===== src/rtl/fir_inv.sv =====
// fir_inv: inverts a TAP-long moving-sum filter.
// Recovers x[n] from y[n] using the previous y and x[n-TAP].
module fir_inv #(
    parameter int TAP = 16,
    parameter int W   = 10
) (
    input  logic         CLOCK_50,
    input  logic         reset,
    input  logic         in_valid,
    input  logic [W-1:0] in_data,
    output logic         out_valid,
    output logic [W-1:0] out_data,
    output logic         hist_full
);

    localparam int PW = (TAP > 1) ? $clog2(TAP) : 1;
    localparam int CW = $clog2(TAP + 1);

    typedef enum logic {
        FILL = 1'b0,
        RUN  = 1'b1
    } state_t;

    state_t         state_q, state_d;
    logic [CW-1:0]  cnt_q, cnt_d;
    logic [PW-1:0]  ptr_q, ptr_d;
    logic [W-1:0]   y_prev_q, y_prev_d;
    logic [W-1:0]   out_data_q, out_data_d;
    logic           out_valid_q, out_valid_d;
    logic [W-1:0]   hist_q [TAP];
    logic [W-1:0]   hist_d [TAP];
    logic [W-1:0]   x_new;

    // Recovered sample; all terms wrap at W bits.
    assign x_new = in_data - y_prev_q + hist_q[ptr_q];

    // Datapath next-state: history, pointer, y_prev and output register.
    always_comb begin
        hist_d      = hist_q;
        ptr_d       = ptr_q;
        y_prev_d    = y_prev_q;
        out_data_d  = out_data_q;
        out_valid_d = 1'b0;
        if (in_valid) begin
            hist_d[ptr_q] = x_new;
            ptr_d         = (ptr_q == PW'(TAP - 1)) ? '0 : ptr_q + 1'b1;
            y_prev_d      = in_data;
            out_data_d    = x_new;
            out_valid_d   = 1'b1;
        end
    end

    // Warm-up FSM: count samples in FILL, then park in RUN.
    always_comb begin
        state_d = state_q;
        cnt_d   = cnt_q;
        unique case (state_q)
            FILL: begin
                if (in_valid) begin
                    cnt_d = cnt_q + 1'b1;
                    if (cnt_q == CW'(TAP - 1)) begin
                        state_d = RUN;
                    end
                end
            end
            RUN: begin
                state_d = RUN;
            end
            default: begin
                state_d = FILL;
            end
        endcase
    end

    // State registers; reset wipes history and discards the input.
    always_ff @(posedge CLOCK_50) begin
        if (reset) begin
            state_q     <= FILL;
            cnt_q       <= '0;
            ptr_q       <= '0;
            y_prev_q    <= '0;
            out_data_q  <= '0;
            out_valid_q <= 1'b0;
            for (int i = 0; i < TAP; i++) begin
                hist_q[i] <= '0;
            end
        end else begin
            state_q     <= state_d;
            cnt_q       <= cnt_d;
            ptr_q       <= ptr_d;
            y_prev_q    <= y_prev_d;
            out_data_q  <= out_data_d;
            out_valid_q <= out_valid_d;
            for (int i = 0; i < TAP; i++) begin
                hist_q[i] <= hist_d[i];
            end
        end
    end

    assign out_valid = out_valid_q;
    assign out_data  = out_data_q;
    assign hist_full = (state_q == RUN);

endmodule


===== config.mk =====
export PLATFORM = sky130hd
export DESIGN_NAME = fir_inv
export DESIGN_NICKNAME = d
export VERILOG_FILES = /design/src/rtl/fir_inv.sv
export SDC_FILE = /design/constraint.sdc
export NUM_CORES = 1
export LEC_CHECK = 0
export CAP_MARGIN = 20
export CORE_UTILIZATION = 63
export DETAILED_ROUTE_END_ITERATION = 10
export DONT_BUFFER_PORTS = 1
export PLACE_DENSITY = 0.79
export SLEW_MARGIN = 10
export SYNTH_ARGS = -nofsm -noshare
export SYNTH_HDL_FRONTEND = slang
export SYNTH_SLANG_ARGS = --single-unit

===== constraint.sdc =====
create_clock -name CLOCK_50 -period 6 [get_ports CLOCK_50]
set_input_delay 1.2 -clock CLOCK_50 [delete_from_list [all_inputs] [get_ports CLOCK_50]]
set_output_delay 1.2 -clock CLOCK_50 [all_outputs]
set_load 0.02 [all_outputs]

==> impl_results.md <==
- Rel. slew slack: 39.8%
- Vert. Die Dim: 120 µm
- FILL cells: 1019
- First-pass GRT wire length: 35500 µm
- Clock Tree Buf Depth: 2
- H-tree Lvls: 4
- Mean area per synthesized cell: 8.97 µm²
- Total Power: 3.45 mW
- Core Area: 13400 µm²
- Clk root buf: clkbuf_16
- Drt first pass iters: 5
- Count of final setup violators: 0
- Crit path capture type: register
- CP startpoint kind: register
- Final setup TNS: 0 ps
- Syn Std Cell Area: 8780 µm²
- Clk slew on worst S/H paths: 70 ps
- Worst min path class: reg -> reg
- Worst-Margin Slew: 902 ps
- Peak supply drop: 270 µV
- Post-DRT Antenna Nets: 0
- Number of gates resized after CTS: 0
- Status: completed
- RSZ-0062 raised after global routing: false
- Final core occ: 69.7%
- Fmax: 212 MHz
- Cell count after placement: 1094
- WP data required: 6320 ps
- Grt met1 use: 44.5%
- Seq cells post-synth: 191
- Fin crit share: 78.8%
- Core Rows: 42
- Multi-input logic area: 4530 µm²
- Clk_skew: 7.89 ps
- Final wirelength: 22400 µm
- Crit-path max FO: 13
- Largest net degree at the start of global routing: 194
- Syn_nets: 1017
- Syn. warnings: 0
- Max cap viols: 0
- Area leader, netlist: dfxtp_1
- Die width: 120 µm
- Vias in the first global route: 6588
- Synth top area share: 43.6%
- Drt via density: 6.12
- Num CTS Buffers: 17
- Gpl congestion: 0.914
- Setup bufs post-CTS: 0
- Leak Pwr: 3.33 nW
- Die area: 14400 µm²
- Met2 Track Usage GR: 49.6%
- Area growth from synthesis to layout: 6.33%
- DR WL/cell: 19.9 µm
- Top cells by area, synth: dfxtp_1 (44%), mux4_2 (13%), nand2_1 (9.7%)
- Initial antenna violation count: 0
- Post-synthesis cell count: 979
- Layout cell share with drive strength beyond 1: 11.4%
- Min cycle time layout: 4730 ps
- Crit Path Class: reg -> reg
- Fin cells: 1125
- Total GRT Usage: 32.9%
- Count of different cell masters after synthesis: 37
- Register area share after synthesis: 43.6%
- PwrDens: 370 nW/µm²
- Initial core utilization: 65.5%
- DR vias: 6881
- CTS tree: yes
- Hold Violations, Final: 0
- Overflow after GRT: 0
- Worst-skew pair later-pin latency: 440 ps
- Clock sink count: 191
- Hpwl dp: 14400 µm
- Port Buffers: 0
- Antenna diodes: 0
- Drt first-iter violations: 826
- Cts hold-fix bufs: 0
- CP arrival: 5050 ps
- Num ports: 25
- Residual DRC: 0
- Register area: 3830 µm²
- Final nets: 975
- Fin. max-slew vios: 0
- M3 GR Usage: 8.13%
- Gr busiest metal: met2
==> worst paths after layout <==
path / startpoint / end / slack (ps) / depth (start not counted)
min: hist_q[10]$_SDFFE_PP0P_ / hist_q[10]$_SDFFE_PP0P_ / 450 / 2
max reg2reg: ptr_q[0]$_SDFFE_PP0P_ / out_data[3]$_SDFFE_PP0P_ / 1270 / 14
max: ptr_q[0]$_SDFFE_PP0P_ / out_data[3]$_SDFFE_PP0P_ / 1270 / 14
min reg2reg: hist_q[10]$_SDFFE_PP0P_ / hist_q[10]$_SDFFE_PP0P_ / 450 / 2
==> critical path: stages (launching register included) <==
cell and delay [ps]:
dfxtp_2 600, buf_4 340, mux4_2 560, mux4_2 500, inv_1 90, fa_1 400
inv_1 110, ha_1 260, a21o_1 180, a21oi_1 280, xor2_1 590, buf_4 350
nor2_1 110, a21oi_1 150, nor2_1 70
==> flip-flops by register name, summed over array words and instances (netlist names) <==
| signal | count |
|---|---|
| hist_q | 160 |
| out_data | 10 |
| y_prev_q | 10 |
| cnt_q | 5 |
| ptr_q | 4 |
| hist_full | 1 |
| out_valid | 1 |
==> through the flow <==
stage	hold WS, ps	area [µm²]	worst slack (ps)
CTS	449	9330	1370
global placement	434	8810	1490
global route	463	9330	1100
finish	447	9330	1270
floorplan	433	8780	1400
detailed placement	439	8810	1410
==> area by class of cell <==
type,count,area share [%]
multi-input combinational,676,48.5
sequential,191,41.0
clock buffer,23,4.91
tap,176,2.36
inverter,39,1.57
timing repair buffer,12,0.965
clock inverter,8,0.670
==> cells by family (layout without fill, tap and decap cells) <==
family                   count (synthesis)  after routing  share of synthesized area [%]
AND/OR/NAND/NOR                        383            383                           18.1
flip-flops                             191            191                           43.6
AO/OA/AOI/OAI                          183            183                           12.6
buffers and inverters                  112             82                           4.92
multiplexers                            70             70                           15.0
adder cells (fa/ha/maj)                 25             25                           4.33
XOR/XNOR                                15             15                           1.50
==> report_power, final <==
part / switching [mW] / internal (mW)
registers: 0.0723 / 1.33
clock network: 0.488 / 0.540
logic: 0.715 / 0.309
==> layout by cell type, fill, tap and decap left out, types with 4 or more instances in the layout <==
master	count
nand2_1	226
dfxtp_1	189
a21oi_1	128
nor2_1	103
mux4_2	49
inv_1	39
a211oi_1	26
mux2i_1	21
clkbuf_16	17
and2_1	16
ha_1	16
buf_4	12
nor3_1	11
a211oi_2	10
fa_1	9
nor3b_1	8
a211o_1	8
xnor2_1	7
xor2_1	7
or3b_2	6
clkbuf_1	5
clkinv_4	4
==> routing by layer <==
metal / vias to the layer above / routed length, µm
li1: 3229 / -
met1: 3301 / 9020
met2: 301 / 10400
met3: 50 / 2270
met4: 0 / 753
met5: - / 0
==> synth_stat cells <==
library cell / count
inv_1: 39
clkbuf_2: 1
buf_2: 2
nor2b_1: 1
nand4_1: 2
a211o_1: 8
a21oi_1: 128
a41oi_1: 1
ha_1: 16
nor3_1: 11
nand3b_1: 3
and3_1: 3
buf_4: 2
and2_1: 16
o21a_1: 1
a31oi_1: 1
nand2_1: 226
or3b_2: 6
nand2b_1: 1
mux4_2: 49
o211ai_1: 2
dfxtp_1: 191
nor3b_1: 8
xor2_1: 7
a211oi_1: 26
clkbuf_1: 62
mux2i_1: 21
nor2_1: 103
fa_1: 9
xnor2_1: 8
o31a_1: 1
a21o_1: 3
buf_1: 6
or3_1: 1
a211oi_2: 10
or2_2: 2
o21ai_0: 2
(Power assumes the default switching activity.)
